==> src/rtl/dll_disc_pkg.sv <==
// Shared definitions for the multi-channel DLL discriminator: FSM encoding,
// default and derived widths, and the correction direction encoding.
package dll_disc_pkg;

    localparam int IQ_WIDTH_DEF    = 19;
    localparam int OP_WIDTH_DEF    = 8;
    localparam int SCALE_WIDTH_DEF = 16;

    // Derived widths at the default parameter set.
    localparam int QW          = OP_WIDTH_DEF + SCALE_WIDTH_DEF;
    localparam int PRE_WIDTH   = IQ_WIDTH_DEF + 1;
    localparam int INDEX_WIDTH = $clog2(PRE_WIDTH);

    localparam logic DPHI_DIR_FWD = 1'b0;
    localparam logic DPHI_DIR_REV = 1'b1;

    typedef enum logic [2:0] {
        S_IDLE,
        S_LOAD,
        S_NORM,
        S_MULT,
        S_DIV,
        S_OUT
    } state_t;

endpackage

==> src/rtl/dll_seq_divider.sv <==
// Restoring unsigned divider, one quotient bit per cycle. A start with a zero
// denominator is refused and flagged; done is high during the final iteration.
module dll_seq_divider #(
    parameter int NUM_WIDTH = 24,
    parameter int DEN_WIDTH = 8
) (
    input  logic                 clk,
    input  logic                 rst,
    input  logic                 start,
    input  logic [NUM_WIDTH-1:0] num,
    input  logic [DEN_WIDTH-1:0] den,
    output logic                 done,
    output logic                 div_by_zero,
    output logic [NUM_WIDTH-1:0] quotient
);
    localparam int CNT_W = $clog2(NUM_WIDTH + 1);

    logic [DEN_WIDTH-1:0] den_r;
    logic [DEN_WIDTH-1:0] rem;
    logic [DEN_WIDTH-1:0] rem_nx;
    logic [DEN_WIDTH:0]   trial;
    logic                 fits;
    logic [CNT_W-1:0]     cnt;
    logic                 busy;

    // The quotient register doubles as the numerator shift register.
    always_comb begin
        trial  = {rem, quotient[NUM_WIDTH-1]};
        fits   = (trial >= {1'b0, den_r});
        rem_nx = fits ? DEN_WIDTH'(trial - {1'b0, den_r}) : trial[DEN_WIDTH-1:0];
    end

    assign div_by_zero = start && (den == '0);
    assign done        = busy && (cnt == CNT_W'(1));

    always_ff @(posedge clk or posedge rst) begin
        if (rst) begin
            den_r    <= '0;
            rem      <= '0;
            quotient <= '0;
            cnt      <= '0;
            busy     <= 1'b0;
        end else if (start && (den != '0)) begin
            den_r    <= den;
            rem      <= '0;
            quotient <= num;
            cnt      <= CNT_W'(NUM_WIDTH);
            busy     <= 1'b1;
        end else if (busy) begin
            rem      <= rem_nx;
            quotient <= {quotient[NUM_WIDTH-2:0], fits};
            cnt      <= cnt - CNT_W'(1);
            if (cnt == CNT_W'(1)) busy <= 1'b0;
        end
    end

endmodule

==> src/rtl/dll_disc_mc.sv <==
// Shared DLL discriminator: queues per-channel early/late requests and returns
// a tagged, saturated code-phase correction, normalised or unnormalised.
module dll_disc_mc
    import dll_disc_pkg::*;
#(
    parameter int IQ_WIDTH    = 19,
    parameter int OP_WIDTH    = 8,
    parameter int SCALE_WIDTH = 16,
    parameter int SCALE       = 4096,
    parameter int SCALE_SHIFT = 8,
    parameter int DPHI_WIDTH  = 12,
    parameter int TAG_WIDTH   = 4,
    parameter int FIFO_DEPTH  = 4
) (
    input  logic                  clk,
    input  logic                  reset,
    input  logic                  start,
    input  logic [TAG_WIDTH-1:0]  tag,
    input  logic                  mode,
    input  logic [IQ_WIDTH-1:0]   iq_early,
    input  logic [IQ_WIDTH-1:0]   iq_late,
    output logic                  full,
    output logic                  overflow,
    output logic                  result_ready,
    output logic [TAG_WIDTH-1:0]  result_tag,
    output logic [DPHI_WIDTH-1:0] delta_phase_increment,
    output logic                  zero_sum
);
    localparam int Q_W = OP_WIDTH + SCALE_WIDTH;
    localparam int P_W = IQ_WIDTH + 1;
    localparam int I_W = $clog2(P_W);
    localparam int E_W = TAG_WIDTH + 1 + 2 * IQ_WIDTH;
    localparam int A_W = $clog2(FIFO_DEPTH);
    localparam int C_W = A_W + 1;
    localparam logic [SCALE_WIDTH-1:0] K    = SCALE_WIDTH'(SCALE);
    localparam logic [DPHI_WIDTH-1:0]  DMAX = {1'b0, {(DPHI_WIDTH-1){1'b1}}};

    function automatic logic [I_W-1:0] msb_idx(input logic [P_W-1:0] v);
        msb_idx = '0;
        for (int i = 0; i < P_W; i++)
            if (v[i]) msb_idx = I_W'(i);
    endfunction

    // ---------------- request FIFO ----------------
    logic [E_W-1:0] mem [FIFO_DEPTH];
    logic [A_W-1:0] wr_ptr, rd_ptr;
    logic [C_W-1:0] count;
    logic           push, pop;
    logic [E_W-1:0] head;
    state_t         state, state_nx;

    assign full = (count == C_W'(FIFO_DEPTH));
    assign push = start && !full;
    assign pop  = (state == S_IDLE) && (count != '0);
    assign head = mem[rd_ptr];

    always_ff @(posedge clk) begin
        if (push) mem[wr_ptr] <= {tag, mode, iq_early, iq_late};
    end

    always_ff @(posedge clk or posedge reset) begin
        if (reset) begin
            wr_ptr   <= '0;
            rd_ptr   <= '0;
            count    <= '0;
            overflow <= 1'b0;
        end else begin
            if (push) wr_ptr <= wr_ptr + A_W'(1);
            if (pop)  rd_ptr <= rd_ptr + A_W'(1);
            if (push && !pop)      count <= count + C_W'(1);
            else if (pop && !push) count <= count - C_W'(1);
            overflow <= start && full;
        end
    end

    // ---------------- datapath ----------------
    logic [TAG_WIDTH-1:0]  tag_r;
    logic                  mode_r, dir_r, zs_r;
    logic [IQ_WIDTH-1:0]   e_r, l_r;
    logic [P_W-1:0]        sum_r, diff_r, mx;
    logic [I_W-1:0]        idx, sh;
    logic [OP_WIDTH-1:0]   op_sum, op_diff, diff_sat;
    logic [Q_W-1:0]        p_r, prod, quotient, q_sel, r;
    logic [DPHI_WIDTH-1:0] mag, dphi_nx;
    logic                  div_start, div_done, div_zero;

    always_comb begin
        mx       = (sum_r >= diff_r) ? sum_r : diff_r;
        idx      = msb_idx(mx);
        sh       = (idx >= I_W'(OP_WIDTH)) ? idx - I_W'(OP_WIDTH - 1) : '0;
        diff_sat = (diff_r[P_W-1:OP_WIDTH] != '0) ? '1 : diff_r[OP_WIDTH-1:0];
        prod     = Q_W'(op_diff) * Q_W'(K);
        q_sel    = mode_r ? (zs_r ? '0 : quotient) : p_r;
        r        = q_sel >> SCALE_SHIFT;
        mag      = (r > Q_W'(DMAX)) ? DMAX : r[DPHI_WIDTH-1:0];
        dphi_nx  = (dir_r == DPHI_DIR_REV) ? -mag : mag;
    end

    assign div_start = (state == S_MULT) && mode_r;

    dll_seq_divider #(
        .NUM_WIDTH (Q_W),
        .DEN_WIDTH (OP_WIDTH)
    ) u_div (
        .clk         (clk),
        .rst         (reset),
        .start       (div_start),
        .num         (prod),
        .den         (op_sum),
        .done        (div_done),
        .div_by_zero (div_zero),
        .quotient    (quotient)
    );

    // ---------------- FSM ----------------
    always_ff @(posedge clk or posedge reset) begin
        if (reset) state <= S_IDLE;
        else       state <= state_nx;
    end

    always_comb begin
        state_nx = state;
        case (state)
            S_IDLE: if (count != '0) state_nx = S_LOAD;
            S_LOAD: state_nx = S_NORM;
            S_NORM: state_nx = S_MULT;
            S_MULT: state_nx = (mode_r && !div_zero) ? S_DIV : S_OUT;
            S_DIV:  if (div_done) state_nx = S_OUT;
            S_OUT:  state_nx = S_IDLE;
            default: state_nx = S_IDLE;
        endcase
    end

    always_ff @(posedge clk or posedge reset) begin
        if (reset) begin
            tag_r <= '0; mode_r <= 1'b0; e_r <= '0; l_r <= '0;
            sum_r <= '0; diff_r <= '0; dir_r <= DPHI_DIR_FWD;
            op_sum <= '0; op_diff <= '0; p_r <= '0; zs_r <= 1'b0;
            result_ready <= 1'b0; result_tag <= '0;
            delta_phase_increment <= '0; zero_sum <= 1'b0;
        end else begin
            result_ready <= 1'b0;
            if (pop) {tag_r, mode_r, e_r, l_r} <= head;
            case (state)
                S_LOAD: begin
                    sum_r <= {1'b0, e_r} + {1'b0, l_r};
                    if (e_r < l_r) begin
                        diff_r <= {1'b0, l_r} - {1'b0, e_r};
                        dir_r  <= DPHI_DIR_REV;
                    end else begin
                        diff_r <= {1'b0, e_r} - {1'b0, l_r};
                        dir_r  <= DPHI_DIR_FWD;
                    end
                end
                S_NORM: begin
                    // Shift keeps the ratio while fitting both into OP_WIDTH bits.
                    op_sum  <= mode_r ? OP_WIDTH'(sum_r >> sh) : '0;
                    op_diff <= mode_r ? OP_WIDTH'(diff_r >> sh) : diff_sat;
                end
                S_MULT: begin
                    p_r  <= prod;
                    zs_r <= mode_r && div_zero;
                end
                S_OUT: begin
                    result_ready          <= 1'b1;
                    result_tag            <= tag_r;
                    delta_phase_increment <= dphi_nx;
                    zero_sum              <= zs_r;
                end
                default: ;
            endcase
        end
    end

endmodule

==> config.mk <==
export PLATFORM = sky130hd
export DESIGN_NAME = dll_disc_mc
export DESIGN_NICKNAME = d
export VERILOG_FILES = /design/src/rtl/dll_disc_pkg.sv /design/src/rtl/dll_seq_divider.sv /design/src/rtl/dll_disc_mc.sv
export SDC_FILE = /design/constraint.sdc
export NUM_CORES = 1
export LEC_CHECK = 0
export ABC_AREA = 1
export CAP_MARGIN = 20
export CORE_ASPECT_RATIO = 0.9
export CORE_MARGIN = 2
export CORE_UTILIZATION = 42
export CTS_CLUSTER_SIZE = 12
export DETAILED_ROUTE_END_ITERATION = 7
export GPL_ROUTABILITY_DRIVEN = 1
export SKIP_CTS_REPAIR_TIMING = 1
export SLEW_MARGIN = 10
export SYNTH_ARGS = -nofsm -noshare
export SYNTH_HDL_FRONTEND = slang
export SYNTH_SLANG_ARGS = --single-unit
==> constraint.sdc <==
create_clock -name clk -period 9.4 [get_ports clk]
set_input_delay 1.88 -clock clk [delete_from_list [all_inputs] [get_ports clk]]
set_output_delay 1.88 -clock clk [all_outputs]
set_load 0.02 [all_outputs]
==> run_summary.xml, run 1 <==
<?xml version="1.0" encoding="UTF-8"?>
<metrics>
  <group name="status">
    <metric name="outcome" unit="">complete, no violations</metric>
  </group>
  <group name="sta">
    <metric name="worst_slew_margin_rel" unit="">0.439</metric>
    <metric name="final_min_period_over_clock_period" unit="">0.574</metric>
    <metric name="worstMarginPinSlew" unit="ps">835</metric>
    <metric name="finalSetupViolations" unit="">0</metric>
    <metric name="final.setup_skew" unit="ps">19.6</metric>
    <metric name="final.setup.tns" unit="ps">0</metric>
    <metric name="period_needed" unit="ps">5400</metric>
    <metric name="timing.final.max_slew_violations" unit="">0</metric>
    <metric name="maximum_clock_rate" unit="GHz">0.185</metric>
    <metric name="hold_fails_final_rpt" unit="">0</metric>
    <metric name="grt_setup_unrepaired" unit="">false</metric>
  </group>
  <group name="yosys">
    <metric name="synth.top_cells.by_area" unit="">sky130_fd_sc_hd__edfxtp_1 (27%), sky130_fd_sc_hd__dfrtp_1 (24%), sky130_fd_sc_hd__nand2_1 (8.9%)</metric>
    <metric name="synth.yosys.warnings" unit="">0</metric>
    <metric name="synthDominantCellAreaShare" unit="">0.269</metric>
    <metric name="ys_seq_area_frac" unit="">0.508</metric>
    <metric name="postSynthRegisterBits" unit="">355</metric>
    <metric name="async_flop_share" unit="">0.515</metric>
    <metric name="mappedNetlistArea" unit="sq um">19200</metric>
    <metric name="postSynthNetCount" unit="">2322</metric>
    <metric name="yosys.area.top_type" unit="">sky130_fd_sc_hd__edfxtp_1</metric>
    <metric name="postSynth.topFlopCell" unit="">sky130_fd_sc_hd__dfrtp_1</metric>
    <metric name="syn_inst" unit="">2177</metric>
    <metric name="post_synthesis_area_per_instance" unit="sq um">8.82</metric>
    <metric name="synth_cell_types" unit="">58</metric>
    <metric name="number_of_synthesized_flops_with_an_enable_pin" unit="">172</metric>
  </group>
  <group name="worst_hold_path">
    <metric name="min_path_cells" unit="">2</metric>
    <metric name="hold_path_end" unit="">p_r[19]</metric>
    <metric name="kind_of_path_behind_the_tightest_hold_check" unit="">register to register</metric>
    <metric name="min_from" unit="">p_r[19]</metric>
  </group>
  <group name="layout">
    <metric name="area_growth" unit="%">12.5</metric>
    <metric name="drive_above_1_share" unit="">0.0502</metric>
    <metric name="fin_nets" unit="">2343</metric>
    <metric name="n_antenna_cell" unit="">0</metric>
  </group>
  <group name="routing">
    <metric name="detail_route.iter0.violations" unit="">1135</metric>
    <metric name="postRouteAntennaNets" unit="">0</metric>
    <metric name="wire_per_inst" unit="um">17.6</metric>
    <metric name="first_pass_iteration_count_of_the_detailed_router" unit="">5</metric>
    <metric name="via_density_per_instance" unit="">5.30</metric>
    <metric name="drc" unit="">0</metric>
    <metric name="route.vias.total" unit="">15037</metric>
    <metric name="finalWirelength" unit="um">49900</metric>
  </group>
  <group name="worst_setup_path">
    <metric name="crit_path_end_kind" unit="">register</metric>
    <metric name="worstSetupPathType" unit="">register to register</metric>
    <metric name="worst_setup_path_start_kind" unit="">register</metric>
    <metric name="r2r_start" unit="">diff_r[6]</metric>
    <metric name="critPathMaxFanout" unit="">36</metric>
    <metric name="endpoint_of_the_most_critical_register_to_register_path" unit="">op_diff[3]</metric>
    <metric name="worst_path_largest_cell_delay" unit="ps">680</metric>
    <metric name="rrSetupSlack" unit="ps">4000</metric>
    <metric name="timing.reg2reg.worst_path_depth" unit="">36</metric>
    <metric name="crit_required" unit="ps">9850</metric>
    <metric name="cp_slowest_cell" unit="">sky130_fd_sc_hd__inv_2</metric>
    <metric name="worstPathArrival" unit="ps">5850</metric>
    <metric name="crit_top_cell" unit="">sky130_fd_sc_hd__nand2_1</metric>
  </group>
  <group name="placement">
    <metric name="port-buffer-count" unit="">65</metric>
    <metric name="gp_routability_congestion" unit="">0.911</metric>
    <metric name="dp_hpwl" unit="um">34700</metric>
  </group>
  <group name="clock_tree">
    <metric name="max-clock-path-buffers" unit="">3</metric>
    <metric name="tritoncts" unit="">done</metric>
    <metric name="cts-htree-levels" unit="">2</metric>
    <metric name="cts_inserted_buffers" unit="">40</metric>
    <metric name="ctsRootBufferMaster" unit="">sky130_fd_sc_hd__clkbuf_16</metric>
    <metric name="cts.reportedPaths.clkPinSlew" unit="ps">60</metric>
    <metric name="cts_num_sinks" unit="">355</metric>
    <metric name="insertion_delay" unit="ps">570</metric>
  </group>
  <group name="job">
    <metric name="drv_cap" unit="">0</metric>
  </group>
  <group name="floorplanning">
    <metric name="std_cell_rows" unit="">74</metric>
    <metric name="die_height" unit="um">207</metric>
    <metric name="start_util" unit="">0.424</metric>
    <metric name="die_area" unit="sq um">47400</metric>
    <metric name="dieWidth" unit="um">229</metric>
    <metric name="num_io_pins" unit="">66</metric>
    <metric name="floorplan.core_area" unit="sq um">45300</metric>
  </group>
  <group name="global_route">
    <metric name="global_route.usage.total" unit="">0.212</metric>
    <metric name="wire_length_of_the_first_global_routing_pass" unit="um">79800</metric>
    <metric name="antenna_violations_before_repair" unit="">0</metric>
    <metric name="first_global_vias" unit="">14556</metric>
    <metric name="grt_max_degree" unit="">87</metric>
    <metric name="grt-ovfl-total" unit="">0</metric>
  </group>
</metrics>
## worst max-delay path, delay by kind of cell (launching register included)
kind / cells / cell delay [ps]
adders and majority gates: 2 / 690
buffers and inverters: 4 / 870
and+or+nand+nor: 29 / 2900
AOI/OAI and AO/OA: 1 / 330
DFF: 1 / 480
## Yosys cell counts (4+ instances only)
cell type                   count
sky130_fd_sc_hd__nand2_1      454
sky130_fd_sc_hd__inv_1        226
sky130_fd_sc_hd__o21ai_0      220
sky130_fd_sc_hd__nor2_1       214
sky130_fd_sc_hd__dfrtp_1      183
sky130_fd_sc_hd__edfxtp_1     172
sky130_fd_sc_hd__nand3_1      118
sky130_fd_sc_hd__ha_1          94
sky130_fd_sc_hd__a21oi_1       89
sky130_fd_sc_hd__clkbuf_1      69
sky130_fd_sc_hd__o32ai_1       43
sky130_fd_sc_hd__xor2_1        41
sky130_fd_sc_hd__o21ai_1       29
sky130_fd_sc_hd__o211ai_1      24
sky130_fd_sc_hd__nand4_1       23
sky130_fd_sc_hd__o22ai_1       22
sky130_fd_sc_hd__buf_2         18
sky130_fd_sc_hd__nor3_1        13
sky130_fd_sc_hd__o31ai_1       13
sky130_fd_sc_hd__nor4_1        10
sky130_fd_sc_hd__buf_1          8
sky130_fd_sc_hd__o221ai_1       8
sky130_fd_sc_hd__clkinv_1       6
sky130_fd_sc_hd__xnor2_1        6
sky130_fd_sc_hd__fa_1           5
sky130_fd_sc_hd__inv_2          5
sky130_fd_sc_hd__a221oi_1       4
sky130_fd_sc_hd__buf_4          4
sky130_fd_sc_hd__mux2i_1        4
sky130_fd_sc_hd__nor2_2         4
sky130_fd_sc_hd__o2111ai_1      4
sky130_fd_sc_hd__o21bai_1       4
## layout make-up
type / instances / area [sq um]
inverter: 238 / 901
multi-input combinational: 1481 / 8150
tap: 608 / 761
fill: 4331 / 23700
clock inverter: 16 / 171
sequential: 355 / 9750
timing repair buffer: 82 / 778
clock buffer: 57 / 1080
## per-stage QoR
stage	hold WS (ps)	cells	util	setup WS (ps)	cell area (sq um)
after floorplan	442	2177	-	2550	19200
after global placement	458	2764	0.449	4150	20300
after detailed placement	459	2764	0.449	4130	20300
after CTS	474	2837	0.477	4100	21600
after global routing	495	2837	0.477	3300	21600
final	480	2837	0.477	4000	21600
## routing by layer
metal  vias to the layer above  part of all wire  wire (um)  track usage
met3                        60             0.046       2270       0.0315
met5                         -                 0          0            0
met1                      7240              0.48      23800        0.297
met4                         0             0.019        942       0.0543
met2                       307              0.46      22900        0.346
li1                       7430                 -          -            -
## worst max path at each step
stage | start | endpoint | slack, ps
2_1_floorplan | reset | count[0] | 2550
3_3_place_gp | diff_r[5] | op_diff[5] | 4150
3_5_place_dp | diff_r[1] | op_diff[1] | 4130
4_1_cts | diff_r[1] | op_diff[5] | 4100
5_1_grt | diff_r[7] | op_diff[3] | 3300
6_report | diff_r[6] | op_diff[3] | 4000
## cell families (layout without fill, tap and decap cells)
kind of cell	after synthesis	count (layout)	share of synthesized area
muxes	6	6	0.00326
adders and majority gates	99	99	0.0665
buffers and inverters	341	393	0.0700
DFF	355	355	0.508
AOI/OAI and AO/OA	479	479	0.146
and+or+nand+nor	849	849	0.184
xor gates and xnor gates	48	48	0.0223
## flip-flops by register name, summed over array words and instances, names as in the netlist, 5 cells and up
register	flops
mem	172
u_div.quotient	24
diff_r	20
e_r	19
l_r	19
sum_r	19
delta_phase_increment	12
op_diff	8
op_sum	8
p_r	8
u_div.den_r	8
u_div.rem	8
u_div.cnt	5
## placed cells by master, fill, tap and decap left out, types with 10 or more instances in the layout
cell | synthesis | routed
sky130_fd_sc_hd__inv_1 | 226 | 225
sky130_fd_sc_hd__dfrtp_1 | 183 | 181
sky130_fd_sc_hd__o21ai_0 | 220 | 220
sky130_fd_sc_hd__o31ai_1 | 13 | 13
sky130_fd_sc_hd__nand4_1 | 23 | 23
sky130_fd_sc_hd__xor2_1 | 41 | 41
sky130_fd_sc_hd__o22ai_1 | 22 | 22
sky130_fd_sc_hd__nor2_1 | 214 | 208
sky130_fd_sc_hd__clkbuf_16 | 0 | 40
sky130_fd_sc_hd__edfxtp_1 | 172 | 172
sky130_fd_sc_hd__nor3_1 | 13 | 13
sky130_fd_sc_hd__o21ai_1 | 29 | 29
sky130_fd_sc_hd__o211ai_1 | 24 | 24
sky130_fd_sc_hd__clkdlybuf4s50_1 | 0 | 65
sky130_fd_sc_hd__clkbuf_1 | 69 | 15
sky130_fd_sc_hd__a21oi_1 | 89 | 88
sky130_fd_sc_hd__ha_1 | 94 | 94
sky130_fd_sc_hd__nor4_1 | 10 | 10
sky130_fd_sc_hd__nand3_1 | 118 | 118
sky130_fd_sc_hd__nand2_1 | 454 | 454
sky130_fd_sc_hd__buf_4 | 4 | 17
sky130_fd_sc_hd__o32ai_1 | 43 | 43
Power of run 1 is left out: the tool's default activity adds up to more than one toggle a clock period on the data nets, which glitch-free logic cannot reach.
==> run 2, diff against run 1 <==
==> constraint.sdc (replaced) <==
create_clock -name clk -period 5.7 [get_ports clk]
set_input_delay 1.14 -clock clk [delete_from_list [all_inputs] [get_ports clk]]
set_output_delay 1.14 -clock clk [all_outputs]
set_load 0.02 [all_outputs]
==> run_summary.xml, run 2 (same netlist as run 1, synthesis figures left out) <==
<?xml version="1.0" encoding="UTF-8"?>
<metrics>
  <group name="worst_setup_path">
    <metric name="crit_top_cell" unit="">sky130_fd_sc_hd__nand2_1</metric>
    <metric name="worstSetupPathType" unit="">register to register</metric>
    <metric name="timing.reg2reg.worst_path_depth" unit="">38</metric>
    <metric name="r2r_start" unit="">diff_r[5]</metric>
    <metric name="crit_path_end_kind" unit="">register</metric>
    <metric name="endpoint_of_the_most_critical_register_to_register_path" unit="">op_diff[5]</metric>
    <metric name="worstPathArrival" unit="ps">5350</metric>
    <metric name="crit_required" unit="ps">6190</metric>
    <metric name="worst_setup_path_start_kind" unit="">register</metric>
    <metric name="worst_path_largest_cell_delay" unit="ps">510</metric>
    <metric name="rrSetupSlack" unit="ps">840</metric>
    <metric name="timing.critical_path.from" unit="">diff_r[5]</metric>
    <metric name="critPathMaxFanout" unit="">36</metric>
    <metric name="cp_slowest_cell" unit="">sky130_fd_sc_hd__dfrtp_1</metric>
  </group>
  <group name="routing">
    <metric name="detail_route.wirelength.met1" unit="um">23700</metric>
    <metric name="top_signal_layer_used" unit="">met4</metric>
    <metric name="via_density_per_instance" unit="">5.31</metric>
    <metric name="route.vias.total" unit="">15134</metric>
    <metric name="postRouteAntennaNets" unit="">0</metric>
    <metric name="finalWirelength" unit="um">50300</metric>
    <metric name="wl_met2" unit="um">23700</metric>
    <metric name="drc" unit="">0</metric>
    <metric name="met3WireLength" unit="um">2030</metric>
    <metric name="detail_route.iter0.violations" unit="">1027</metric>
    <metric name="wire_per_inst" unit="um">17.6</metric>
    <metric name="first_pass_iteration_count_of_the_detailed_router" unit="">6</metric>
  </group>
  <group name="sta">
    <metric name="finalSetupViolations" unit="">0</metric>
    <metric name="final_min_period_over_clock_period" unit="">0.853</metric>
    <metric name="maximum_clock_rate" unit="GHz">0.206</metric>
    <metric name="grt_setup_unrepaired" unit="">false</metric>
    <metric name="timing.final.max_slew_violations" unit="">0</metric>
    <metric name="final.setup.tns" unit="ps">0</metric>
    <metric name="final.setup_skew" unit="ps">25.7</metric>
    <metric name="hold_fails_final_rpt" unit="">0</metric>
    <metric name="period_needed" unit="ps">4860</metric>
    <metric name="worstMarginPinSlew" unit="ps">936</metric>
    <metric name="worst_slew_margin_rel" unit="">0.371</metric>
  </group>
  <group name="floorplanning">
    <metric name="num_io_pins" unit="">66</metric>
    <metric name="dieWidth" unit="um">229</metric>
    <metric name="floorplan.core_area" unit="sq um">45300</metric>
    <metric name="die_height" unit="um">207</metric>
    <metric name="start_util" unit="">0.424</metric>
    <metric name="std_cell_rows" unit="">74</metric>
    <metric name="die_area" unit="sq um">47400</metric>
  </group>
  <group name="layout">
    <metric name="largest-register" unit="">mem</metric>
    <metric name="area_growth" unit="%">13.7</metric>
    <metric name="drive_above_1_share" unit="">0.0567</metric>
    <metric name="layout.cells.most_common_list" unit="">sky130_fd_sc_hd__nand2_1 (454), sky130_fd_sc_hd__inv_1 (225), sky130_fd_sc_hd__o21ai_0 (220), sky130_fd_sc_hd__nor2_1 (208), sky130_fd_sc_hd__dfrtp_1 (181)</metric>
    <metric name="reg_top3" unit="">mem x172, u_div.quotient x24, diff_r x20</metric>
    <metric name="filler_cell_count" unit="">4331</metric>
    <metric name="final_cell_area" unit="sq um">21800</metric>
    <metric name="largest_reg_flops" unit="">172</metric>
    <metric name="n_antenna_cell" unit="">0</metric>
    <metric name="fin_nets" unit="">2355</metric>
    <metric name="most_common_cell_after_layout_fill_and_taps_aside" unit="">sky130_fd_sc_hd__nand2_1</metric>
  </group>
  <group name="placement">
    <metric name="gp_routability_congestion" unit="">0.943</metric>
    <metric name="placement_cell_area" unit="sq um">20400</metric>
    <metric name="dp_hpwl" unit="um">35700</metric>
    <metric name="port-buffer-count" unit="">65</metric>
  </group>
  <group name="global_route">
    <metric name="wire_length_of_the_first_global_routing_pass" unit="um">81200</metric>
    <metric name="global_route.usage.total" unit="">0.215</metric>
    <metric name="first_global_vias" unit="">14745</metric>
    <metric name="grt_max_degree" unit="">124</metric>
    <metric name="antenna_violations_before_repair" unit="">0</metric>
    <metric name="grt-ovfl-total" unit="">0</metric>
  </group>
  <group name="worst_hold_path">
    <metric name="hold_path_end" unit="">p_r[13]</metric>
    <metric name="min_path_cells" unit="">2</metric>
    <metric name="kind_of_path_behind_the_tightest_hold_check" unit="">register to register</metric>
    <metric name="min_from" unit="">p_r[13]</metric>
  </group>
  <group name="status">
    <metric name="outcome" unit="">complete, no violations</metric>
  </group>
  <group name="clock_tree">
    <metric name="cts_num_sinks" unit="">355</metric>
    <metric name="cts.reportedPaths.clkPinSlew" unit="ps">60</metric>
    <metric name="insertion_delay" unit="ps">580</metric>
    <metric name="ctsRootBufferMaster" unit="">sky130_fd_sc_hd__clkbuf_16</metric>
    <metric name="cts-htree-levels" unit="">2</metric>
    <metric name="max-clock-path-buffers" unit="">3</metric>
    <metric name="cts_inserted_buffers" unit="">40</metric>
    <metric name="tritoncts" unit="">done</metric>
  </group>
  <group name="job">
    <metric name="drv_cap" unit="">0</metric>
  </group>
</metrics>
## run 2: area by class of cell
class                           count  area [sq um]  area share
Timing Repair Buffer               94           881      0.0403
Clock inverter                     13           244      0.0112
Inverter                          238           900      0.0412
Multi-Input combinational cell   1481          8150       0.373
Sequential cell                   355          9750       0.446
Clock buffer                       60          1150      0.0525
Tap cell                          608           761      0.0348
## run 2: how the worst max path moves through the flow
| stage | endpoint | slack (ps) |
|---|---|---|
| floorplan | op_sum[7] | 1890 |
| global placement | op_diff[5] | 960 |
| detailed placement | op_diff[5] | 920 |
| CTS | op_diff[5] | 900 |
| global route | op_diff[5] | 320 |
| finish | op_diff[5] | 840 |
## run 2: metal layers
metal,vias to the layer above,track usage
li1,7459,-
met1,7320,0.300
met2,297,0.358
met3,58,0.0305
met4,0,0.0487
met5,-,0
## run 2: worst max-delay path, delay by kind of cell (launching register included)
family | cells | cell delay, ps
AND/OR/NAND/NOR | 29 | 2500
adder cells (fa/ha/maj) | 2 | 690
buffers and inverters | 5 | 570
flip-flops | 1 | 510
AO/OA/AOI/OAI | 2 | 490
## run 2: through the flow
stage / hold slack [ps] / instances / worst slack, ps / util
after floorplan: 442 / 2177 / 1890 / -
after global placement: 461 / 2776 / 958 / 0.451
after detailed placement: 466 / 2776 / 921 / 0.451
after CTS: 479 / 2849 / 899 / 0.482
after global routing: 492 / 2849 / 317 / 0.482
final: 474 / 2849 / 836 / 0.482
Power of run 2 is left out for the same reason.
==> patch (flow settings as in run 2) <==
`SCALE_SHIFT`: 8 -> 4.
--- a/src/rtl/dll_disc_mc.sv
+++ b/src/rtl/dll_disc_mc.sv
@@ -8,5 +8,5 @@
     parameter int SCALE_WIDTH = 16,
     parameter int SCALE       = 4096,
-    parameter int SCALE_SHIFT = 8,
+    parameter int SCALE_SHIFT = 4,
     parameter int DPHI_WIDTH  = 12,
     parameter int TAG_WIDTH   = 4,
Formal check against the unedited RTL: not equivalent (a bounded check fails within 10 cycles, from zero or initial values and one cycle with reset high).
==> patch against run 2 <==
- sequential share of layout area up 0.15 points
- largest cell class unchanged
- sequential cell count unchanged
- area after synthesis about the same
- final area fell by 0.33%
- critical path type unchanged
- routed wire length down 3.0%
- worst setup slack improved by 0.014 ns
Power is not shown: default switching activity piles up to over one toggle a cycle in this logic, so the estimate is an artifact.
==> patch: results (changes against run 2) <==
Cells and area
  – Nets: 2352 (-0.13%)
  – Non-Filler Instances: 2847 (-0.070%)
  – Layout fillers: 4311 (-0.46%)
  – Register area: 0.00975 mm2 (unchanged)
  – Diodes inserted: 0 (unchanged)
  – Largest registers: mem x172, u_div.quotient x24, diff_r x20
  – Share of layout cells above drive strength 1: 0.0540 (-0.00263)

Hold path
  – Worst Hold Class: reg2reg

Place
  – GPL Wtd Cong: 0.944 (+0.16%)
  – Port buffer count: 65 (unchanged)
  – Hpwl dp: 34.4 mm (-3.7%)
  – Dpl cell area: 0.0204 mm2 (-0.16%)

Clock tree
  – Clock root buffer: clkbuf_16
  – Clock tree buffer depth: 3 (unchanged)
  – Worst-path clk slew: 0.06 ns (about the same)
  – CTS H-tree lvls: 2 (unchanged)
  – CTS Buf Count: 41 (+2.5%)
  – Clk_lat worst skew: 0.57 ns

Logic synthesis
  – FFs w/ async S/R, synth: 0.515 (unchanged)
  – Number of synthesized flops with an enable pin: 172 (unchanged)
  – Area share of the largest cell type after synthesis: 0.269 (about the same)
  – Net Count, Synth: 2323 (+0.043%)
  – Sequential element share of the synthesized area: 0.508 (about the same)
  – Syn Area/Cell: 8.81 um2 (about the same)
  – Area contributors post-synth: edfxtp_1, dfrtp_1, nand2_1, ha_1, o21ai_0
  – Leading cell types by count after synthesis: nand2_1, inv_1, o21ai_0
  – Yosys synthesis warning count: 0 (unchanged)
  – Ys flop type: dfrtp_1
  – Yosys cell types: 58 (unchanged)

Setup path
  – Slowest stage delay, CP: 0.47 ns (-0.04 ns)
  – Critical path's slowest cell: dfrtp_1
  – WP data arrival: 5.30 ns (-0.05 ns)
  – Critical path's top delay family: simple AND/OR/NAND/NOR gates
  – CP Max Fanout: 36 (unchanged)

GRT
  – GRT Util Overall: 0.209 (-0.00640)
  – Initial antenna violation count: 0 (unchanged)
  – Vias in the first global route: 14798 (+0.36%)
  – First-pass GRT wire length: 79.6 mm (-2.0%)
  – Largest net degree at the start of global routing: 138 (+11%)

STA
  – Clock Skew: 0.0173 ns (-0.00846 ns)
  – Worst-margin pin slew: 1.07 ns (+0.138 ns)

Detailed routing
  – Vias/cell: 5.28 (-0.61%)
  – Routed wire length: 48.8 mm (-3.0%)
  – First-pass detailed-route iteration total: 6 (unchanged)
  – Iter 0 DRT Violations: 951 (-7.4%)

Run status
  – Outcome: finished, final reports clean
[patch: worst reg2reg max path, delay by kind of cell (launching register included)]
| kind | cells | cell delay, ns |
|---|---|---|
| AOI/OAI and AO/OA | 1 | 0.12 |
| DFF | 1 | 0.47 |
| buffers and inverters | 5 | 0.92 |
| and+or+nand+nor | 31 | 2.57 |
| adders and majority gates | 2 | 0.69 |
[patch: cell families (layout without fill, tap and decap cells)]
logic type,Yosys count,after routing,synth area share
xor+xnor,51,51,0.0233
fa+ha+maj,99,99,0.0665
compound gates,480,480,0.148
mux,5,5,0.00267
simple gates,830,830,0.179
buf+inv,358,419,0.0734
flops,355,355,0.508
[patch: metrics by stage]
stage	setup WS, ns	hold WS (ns)
2_1_floorplan	1.89	0.442
3_3_place_gp	1.04	0.463
3_5_place_dp	0.990	0.467
4_1_cts	0.898	0.483
5_1_grt	0.253	0.501
6_report	0.850	0.480
[patch: layout make-up]
cell class	count	area share
Timing Repair Buffer	91	0.0394
Clock inverter	13	0.00707
Multi-Input combinational cell	1465	0.372
Clock buffer	62	0.0550
Tap cell	608	0.0350
Sequential cell	355	0.448
Inverter	253	0.0439
[patch: path summary, 6_finish.rpt]
path                                            start                          to  slack [ns]  cells past startpoint
worst min register to register  op_sum[2]$_DFFE_PP0P_       op_sum[2]$_DFFE_PP0P_        0.48                      2
min in group asynchronous                       reset  u_div.den_r[4]$_DFFE_PP0P_        1.11                      3
worst max-delay path            diff_r[7]$_DFFE_PP0P_      op_diff[1]$_DFFE_PP0P_        0.85                     39
worst max register to register  diff_r[7]$_DFFE_PP0P_      op_diff[1]$_DFFE_PP0P_        0.85                     39
worst min-delay path            op_sum[2]$_DFFE_PP0P_       op_sum[2]$_DFFE_PP0P_        0.48                      2
max in group asynchronous                       reset          e_r[7]$_DFFE_PP0P_        3.94                      3
[patch: routing by layer]
metal	track usage	up-vias	part of all wire
met2	0.333	318	0.45
met3	0.0240	74	0.039
met5	0	-	0
li1	-	7437	-
met4	0.0677	0	0.024
met1	0.298	7202	0.49
